### src/rtl/uart_rx_fifo.sv
// rtl/uart_rx_fifo.sv - UART receiver with configurable framing and a small receive FIFO
module uart_rx_fifo #(
    parameter int FIFO_DEPTH = 4,
    parameter int PERIOD_W   = 14
) (
    input  logic                         clk,
    input  logic                         n_rst,
    input  logic [3:0]                   data_size,
    input  logic [PERIOD_W-1:0]          bit_period,
    input  logic [1:0]                   parity_mode,
    input  logic                         two_stop,
    input  logic                         serial_in,
    input  logic                         data_read,
    output logic [7:0]                   rx_data,
    output logic                         data_ready,
    output logic [$clog2(FIFO_DEPTH):0]  fifo_count,
    output logic                         parity_error,
    output logic                         framing_error,
    output logic                         overrun_error
);

    localparam int AW = $clog2(FIFO_DEPTH);
    localparam int CW = AW + 1;

    typedef enum logic [2:0] {
        IDLE,
        START,
        DATA,
        PARITY,
        STOP1,
        STOP2,
        STORE
    } state_t;

    // line synchronizer and edge history
    logic          sync1_q, sync2_q, prev_q;
    logic [2:0]    flush_q;

    // receiver state
    state_t              state_q, state_d;
    logic [PERIOD_W-1:0] cnt_q, cnt_d;
    logic [2:0]          bit_q, bit_d;
    logic [7:0]          data_q, data_d;
    logic [3:0]          size_q, size_d;
    logic [1:0]          par_q, par_d;
    logic                two_q, two_d;
    logic [PERIOD_W-1:0] per_q, per_d;
    logic                pe_q, pe_d;
    logic                fe_q, fe_d;

    // fifo state
    logic [9:0]    mem_q [FIFO_DEPTH];
    logic [AW-1:0] wr_ptr_q, rd_ptr_q;
    logic [CW-1:0] count_q, count_d;
    logic          ovr_q;

    logic                fall;
    logic                sample;
    logic [PERIOD_W-1:0] target;
    logic                store;
    logic                pop, push, drop, full, empty;
    logic [9:0]          head;

    // Two-flop synchronizer; flush_q hides the reset value of the flops from the
    // edge detector so a line held low through reset never looks like a start edge.
    always_ff @(posedge clk or negedge n_rst) begin
        if (!n_rst) begin
            sync1_q <= 1'b1;
            sync2_q <= 1'b1;
            prev_q  <= 1'b1;
            flush_q <= 3'b000;
        end else begin
            sync1_q <= serial_in;
            sync2_q <= sync1_q;
            prev_q  <= sync2_q;
            flush_q <= {flush_q[1:0], 1'b1};
        end
    end

    assign fall   = (flush_q == 3'b111) && prev_q && !sync2_q;
    assign target = (state_q == START) ? (per_q >> 1) : per_q;
    assign sample = (cnt_q == target);

    // Receiver state and frame registers
    always_ff @(posedge clk or negedge n_rst) begin
        if (!n_rst) begin
            state_q <= IDLE;
            cnt_q   <= '0;
            bit_q   <= '0;
            data_q  <= '0;
            size_q  <= 4'd8;
            par_q   <= '0;
            two_q   <= 1'b0;
            per_q   <= '0;
            pe_q    <= 1'b0;
            fe_q    <= 1'b0;
        end else begin
            state_q <= state_d;
            cnt_q   <= cnt_d;
            bit_q   <= bit_d;
            data_q  <= data_d;
            size_q  <= size_d;
            par_q   <= par_d;
            two_q   <= two_d;
            per_q   <= per_d;
            pe_q    <= pe_d;
            fe_q    <= fe_d;
        end
    end

    // Frame FSM: cnt_q counts cycles since the last sample point (or start edge)
    always_comb begin
        state_d = state_q;
        cnt_d   = cnt_q;
        bit_d   = bit_q;
        data_d  = data_q;
        size_d  = size_q;
        par_d   = par_q;
        two_d   = two_q;
        per_d   = per_q;
        pe_d    = pe_q;
        fe_d    = fe_q;
        store   = 1'b0;

        if (state_q != IDLE && state_q != STORE) begin
            cnt_d = sample ? PERIOD_W'(1) : cnt_q + PERIOD_W'(1);
        end

        case (state_q)
            IDLE: begin
                if (fall) begin
                    state_d = START;
                    cnt_d   = PERIOD_W'(1);
                    bit_d   = '0;
                    data_d  = '0;
                    pe_d    = 1'b0;
                    fe_d    = 1'b0;
                    size_d  = (data_size >= 4'd5 && data_size <= 4'd8) ? data_size : 4'd8;
                    par_d   = parity_mode;
                    two_d   = two_stop;
                    per_d   = bit_period;
                end
            end
            START: begin
                if (sample) begin
                    state_d = sync2_q ? IDLE : DATA;
                end
            end
            DATA: begin
                if (sample) begin
                    data_d[bit_q] = sync2_q;
                    if ({1'b0, bit_q} == size_q - 4'd1) begin
                        state_d = (par_q == 2'b01 || par_q == 2'b10) ? PARITY : STOP1;
                    end else begin
                        bit_d = bit_q + 3'd1;
                    end
                end
            end
            PARITY: begin
                if (sample) begin
                    pe_d    = (par_q == 2'b01) ? (^data_q ^ sync2_q) : ~(^data_q ^ sync2_q);
                    state_d = STOP1;
                end
            end
            STOP1: begin
                if (sample) begin
                    fe_d    = ~sync2_q;
                    state_d = two_q ? STOP2 : STORE;
                end
            end
            STOP2: begin
                if (sample) begin
                    fe_d    = fe_q | ~sync2_q;
                    state_d = STORE;
                end
            end
            STORE: begin
                store   = 1'b1;
                state_d = IDLE;
            end
            default: state_d = IDLE;
        endcase
    end

    assign empty = (count_q == '0);
    assign full  = (count_q == CW'(FIFO_DEPTH));
    assign pop   = data_read && !empty;
    assign push  = store && (!full || pop);
    assign drop  = store && full && !pop;

    // Occupancy follows the push/pop pair; a simultaneous pair leaves it unchanged
    always_comb begin
        count_d = count_q;
        if (push && !pop) begin
            count_d = count_q + CW'(1);
        end else if (pop && !push) begin
            count_d = count_q - CW'(1);
        end
    end

    // FIFO pointers, count and sticky overrun flag
    always_ff @(posedge clk or negedge n_rst) begin
        if (!n_rst) begin
            wr_ptr_q <= '0;
            rd_ptr_q <= '0;
            count_q  <= '0;
            ovr_q    <= 1'b0;
        end else begin
            count_q <= count_d;
            if (push) begin
                wr_ptr_q <= wr_ptr_q + AW'(1);
            end
            if (pop) begin
                rd_ptr_q <= rd_ptr_q + AW'(1);
            end
            if (drop) begin
                ovr_q <= 1'b1;
            end else if (pop) begin
                ovr_q <= 1'b0;
            end
        end
    end

    // Entry storage; contents are masked at the outputs while empty so no reset is needed
    always_ff @(posedge clk) begin
        if (push) begin
            mem_q[wr_ptr_q] <= {data_q, pe_q, fe_q};
        end
    end

    assign head          = mem_q[rd_ptr_q];
    assign rx_data       = empty ? 8'h00 : head[9:2];
    assign parity_error  = empty ? 1'b0 : head[1];
    assign framing_error = empty ? 1'b0 : head[0];
    assign data_ready    = !empty;
    assign fifo_count    = count_q;
    assign overrun_error = ovr_q;

endmodule
### config.mk
export PLATFORM = sky130hd
export DESIGN_NAME = uart_rx_fifo
export DESIGN_NICKNAME = d
export VERILOG_FILES = /design/src/rtl/uart_rx_fifo.sv
export SDC_FILE = /design/constraint.sdc
export NUM_CORES = 1
export LEC_CHECK = 0
export BUFFER_PORTS_ARGS = -buffer_cell sky130_fd_sc_hd__buf_2
export CAP_MARGIN = 20
export CORE_MARGIN = 2
export CORE_UTILIZATION = 38
export CTS_CLUSTER_SIZE = 40
export DETAILED_ROUTE_END_ITERATION = 10
export PLACE_DENSITY_LB_ADDON = 0.05
export RECOVER_POWER = 25
export SLEW_MARGIN = 30
export SYNTH_ARGS = -nofsm -noshare
export SYNTH_HDL_FRONTEND = slang
export SYNTH_SLANG_ARGS = --single-unit
export TNS_END_PERCENT = 50
### constraint.sdc
create_clock -name clk -period 2.9 [get_ports clk]
set_input_delay 0.58 -clock clk [delete_from_list [all_inputs] [get_ports clk]]
set_output_delay 0.58 -clock clk [all_outputs]
set_load 0.1 [all_outputs]
### Word level (Yosys, flattened, before mapping)

Memory sizes are Yosys's and may differ from the RTL's.
Cells that the tools add are included.
Widths: inputs -> output; s select.

* bits in registers: 65
* memory bits (writable): 40
* bits of input ports: 25
* output and inout port bits: 15
* logic and storage cells: 132
* memories: 1

Memory list
* mem_q: words 4, bits a word 10, rd ports 1, clocked after memory_dff 0, wr ports 1, line 52 `logic [9:0] mem_q [FIFO_DEPTH];`

* add/sub/neg operators: 7
* $lt $le $gt $ge: 4
* equality and inequality tests: 21
* mux-type cells: 44
* bitwise logic cells: 4
* reductions and logical operators: 33

Operator list (count)
* $mux 14: 5
* $mux 3: 13
* $mux 8: 3
* $pmux 3 s6: 1
* $ne 2x2->1 const B: 8
* $pmux 8 s2: 1
* $eq 3x3->1 const B: 5
* $add 14x1->14 const B: 1
* $eq 14x14->1: 1
* $mux 1: 13
* $logic_and 1x1->1: 11
* $bwmux 8: 1
* $reduce_and 4->1: 2
* $reduce_bool 2->1: 4
* $reduce_xor 8->1: 1
* $reduce_and 7->1: 1
* $add 3x1->3 const B: 2
* $eq 3x2->1 const B: 2
* $logic_not 3->1: 2
* $pmux 3 s2: 1
* $reduce_and 3->1: 2
* $reduce_bool 3->1: 2
* $logic_not 1->1: 5
* $add 2x1->2 const B: 2
* 21 further kinds: 24

### Logic depth before layout (Yosys ltp)

* depth in word-level cells: 9
* gate-level depth with buffers: 11

### Worst setup path after synthesis

Ideal clock, no wire load.

* kind: reg2out
* start: reg count_q[0] (netlist: fifo_count[0])
* end: out rx_data[0]
* data arrival time: 3.112 ns
* setup slack: -0.792 ns
* cell stages (with the launch flop): 4
* path through: dfrtp_1 -> or3_1 -> clkbuf_1 -> and2_1

* longest elaborated chain between the ends: 2

RTL lines
* from (decl): line 54 `logic [CW-1:0] count_q, count_d;`
* from (signal assigned): line 209 `count_q <= count_d;`
* $logic_not 3->1: line 185 `assign empty = (count_q == '0);`
* $mux 8: line 232 `assign rx_data = empty ? 8'h00 : head[9:2];`
* to (decl): line 14 `output logic [7:0] rx_data,`

No other way between the ends.

### Worst setup path in the final report

* start: reg state_q[2]
* end: reg data_q[3]

* longest elaborated chain between the ends: 5
* elaborated cells between the ends (all ways): 10
* classes of those cells: eq/ne: 5; mux: 2; reduce/logical: 3

RTL lines
* from (decl): line 40 `state_t state_q, state_d;`
* from (signal assigned): line 98 `state_q <= state_d;`
* $eq 3x1->1: line 81 `assign target = (state_q == START) ? (per_q >> 1) : per_q;`
* $mux 14: line 81
* $eq 14x14->1: line 82 `assign sample = (cnt_q == target);`
* $ne 2x2->1 (no source line)
* $reduce_and 3->1 (no source line)
* to (signal assigned): line 101 `data_q <= data_d;`
* to (decl): line 43 `logic [7:0] data_q, data_d;`

Several ways; a longest one is shown, not always the timed one.
A chain may end at the register's enable or synchronous reset.

==> reports/qor.yml <==
synthesis:
  synth_seq_cells: 105
  synth_area_um2: 5250
  synthMuxAreaShare_pct: 5.672
  synth.top_cell.area_share_pct: 29.08
  synthArstFlopShare_pct: 61.90
  syn_area_per_cell_um2: 11.15
  synth_ff_type: "dfrtp_1"
  synthDistinctLibCells: 59
  yosys_warnings: 0
  synthSimpleGateAreaFrac_pct: 16.75
  synthesis.nets: 506
  synth_compound_area_share_pct: 10.37
  synthTopCellsByArea: "dfrtp_1, edfxtp_1, nand2_1"
  syn_inst: 471
  yosysSeqAreaShare_pct: 53.96
  synth_xor_area_share_pct: 6.840
  synth_edf_count: 40
  synth_top_family_by_area: "simple AND/OR/NAND/NOR gates"
  yosysTopAreaCell: "dfrtp_1"
  synth-adder-area-share_pct: 2.526
sta:
  finalSetupViolCount: 0
  timing.final.crit_share_pct: 88.88
  rsz0062_at_grt: "no"
  drv_slew: 0
  setup-tns-final_ns: 0
  finalCriticalPeriod_ns: 2.578
  worst_pin_slew_ns: 1.308
  fmax_ghz: 0.3880
  final_hold_viol_count: 0
  layout_setup_ws_ns: 0.3224
  fin_skew_ns: 0.009499
  maxSlewHeadroom_pct: 12.80
global_routing:
  antenna_found_initial: 0
  grt_pass1_vias: 3540
  grt_pass1_wl_um: 18460
  track_usage_pct: 16.21
  grt_max_degree: 38
  grt_overflow_total: 0
power_and_ir_drop:
  total_power_w: 0.003822
  seq_power_share_pct: 49.8
  powerDensity_nw_per_um2: 646.1
  ir_drop_mv: 0.2607
  power.leakage_nw: 2.545
  switchingPower_w: 0.001117
  clkPwrFrac_pct: 31.2
  power.internal_w: 0.002705
  switching_share_pct: 29.23
  p_comb_share_pct: 19.0
run:
  cap_violations: 0
finish:
  drive_above_1_share_pct: 18.59
  utilization_pct: 44.32
  fin_nets: 541
  antenna_cells: 0
  area_delta_synth_final_pct: 12.68
clock_tree:
  post_cts_resized: 0
  htreeDepth: 3
  clk_latency_ns: 0.35
  cts_made_buffers: 9
  cts_setup_buffers: 0
  cts.sinks: 105
  cts-root-buf: "clkbuf_16"
  path_clk_slew_ns: 0.06
  hold_buffers: 0
  clk_path_buf_depth: 2
  tritoncts: "built"
placed_design:
  hpwl_um: 7855
  gp_congestion: 0.8104
  numPortBuffers: 39
  pre_cts_slack_ns: 0.3221
setup_path:
  worstPathArrival_ns: 2.86
  rr_startpoint: "state_q[2]$_DFFE_PN0P_"
  criticalPathCategory: "reg2reg"
  worst_setup_path_end_kind: "register"
  start_kind: "register"
  cp.required_ns: 3.19
  worstPathMaxFanout: 12
  critPathLaunch: "state_q[2]$_DFFE_PN0P_"
floorplan:
  core_area_um2: 13350
  die_w_um: 121.5
  dieArea_um2: 14770
  rows: 42
  start_util_pct: 39.33
  die_y_um: 121.5
  num_io_pins: 40
routing:
  drc: 0
  drt_first_pass_iters: 4
  drt_wl_total_um: 10770
  antenna_left: 0
  vias: 3507
  vias_per_cell: 5.105
  wl_per_cell_um: 15.67
  dr.first_iter.drc_count: 212
hold_path:
  holdCritPathClass: "in2async"
run_status:
  status: "complete, no violations"
power groups by stage:
| stage | logic (W) | registers (W) | clock network, W |
|---|---|---|---|
| floorplan | 0.000626 | 0.00183 | 0 |
| global placement | 0.000726 | 0.00193 | 0 |
| detailed placement | 0.000730 | 0.00193 | 0 |
| CTS | 0.000736 | 0.00190 | 0.00122 |
| global route | 0.000838 | 0.00194 | 0.00128 |
| finish | 0.000727 | 0.00190 | 0.00119 |
cell usage in the layout (no fill, tap or decap), types with 2 or more instances in the layout:
cell type,instances
nand2_1,66
a21oi_1,16
xnor2_1,22
nor3_1,5
nor2b_1,12
o22ai_1,3
o21a_1,2
inv_1,19
clkbuf_1,5
nor2_1,26
clkbuf_16,9
mux4_2,10
o211ai_1,3
mux2_2,2
dfstp_2,4
nand3_1,13
a31o_2,2
buf_4,8
and2_2,9
nand4_1,9
or3_1,6
dfrtp_1,58
and2_1,9
o21ai_0,19
o221ai_1,2
edfxtp_1,40
a221o_1,8
a31oi_1,4
ha_1,9
buf_2,38
xor2_1,19
and4_4,2
dfrtp_2,3
and3_1,4
a21o_1,2
clkinv_1,2
a311oi_1,2
mux2i_1,5
nand2b_1,9
synthesized netlist by cell type, drive strengths merged, types with 2 or more instances:
| cell type | number |
|---|---|
| and2 | 18 |
| a211oi | 2 |
| dfstp | 4 |
| nand2 | 66 |
| ha | 9 |
| a221o | 8 |
| a21o | 2 |
| inv | 19 |
| nand4 | 9 |
| or3 | 6 |
| o22ai | 3 |
| edfxtp | 40 |
| nor2b | 12 |
| mux4 | 10 |
| clkbuf | 13 |
| o221ai | 2 |
| nor2 | 26 |
| buf | 12 |
| nand2b | 9 |
| o21ai | 20 |
| and4 | 2 |
| o32ai | 2 |
| mux2 | 2 |
| a31oi | 4 |
| o211ai | 3 |
| xnor2 | 22 |
| xor2 | 19 |
| nand3 | 13 |
| nor3 | 5 |
| dfrtp | 61 |
| a31o | 2 |
| mux2i | 5 |
| a21oi | 17 |
| and3 | 4 |
| a311oi | 2 |
| o21a | 2 |
sequential cells by signal (all words and copies together), names as in the netlist, 2 cells and up:
| register | count |
|---|---|
| bit_q | 3 |
| per_q | 14 |
| data_q | 8 |
| fifo_count | 3 |
| state_q | 3 |
| flush_q | 3 |
| par_q | 2 |
| size_q | 4 |
| cnt_q | 14 |
| wr_ptr_q | 2 |
| mem_q | 40 |
| rd_ptr_q | 2 |
critical path, stage by stage, from the launching register on:
cell and delay (ns):
dfrtp_1 0.42, or3b_4 0.50, mux2i_1 0.17, o211ai_1 0.12, a211oi_2 0.29, and3_1 0.42
buf_4 0.21, and4_4 0.24, a221o_1 0.14
kinds of logic after synthesis:
family	Yosys count
AOI/OAI and AO/OA	77
xor gates and xnor gates	41
adders and majority gates	10
buffers and inverters	44
DFF	105
muxes	17
other	1
and+or+nand+nor	176
worst paths after layout:
kind	endpoint	slack [ns]	cells past startpoint
worst min register to register	sync2_q$_DFF_PN1_	0.36	0
worst max-delay path	data_q[3]$_DFFE_PN0P_	0.32	8
worst min-delay path	per_q[8]$_DFFE_PN0P_	0.09	1
max in group asynchronous	wr_ptr_q[0]$_DFFE_PN0P_	1.29	2
worst max register to register	data_q[3]$_DFFE_PN0P_	0.32	8
min in group clk	sync1_q$_DFF_PN1_	0.33	1
through the flow:
step	hold slack (ns)	cell area (um^2)	instances
2_1_floorplan	0.2844	5265	471
3_3_place_gp	0.3468	5638	671
6_report	0.09289	5916	687
3_5_place_dp	0.3500	5638	671
5_1_grt	0.1020	5916	687
4_1_cts	0.03479	5921	687
layer usage:
| layer | GRT usage (%) | vias up | share of wire, % |
|---|---|---|---|
| li1 | - | 1730 | - |
| met1 | 22.04 | 1700 | 47 |
| met2 | 26.33 | 65 | 47 |
| met3 | 2.575 | 12 | 3.4 |
| met4 | 6.034 | 0 | 1.7 |
| met5 | 0 | - | 0 |
area by class of cell:
type	instances	area, um^2
flip-flops and latches	105	2836
fillers	1322	7432
inverters	19	71.32
clock buffers	12	236.5
repair buffers	49	277.8
clock inverters	4	46.29
multi-input cells	322	2227
well taps	176	220.2
No activity file was read; power rests on OpenSTA's default activity.
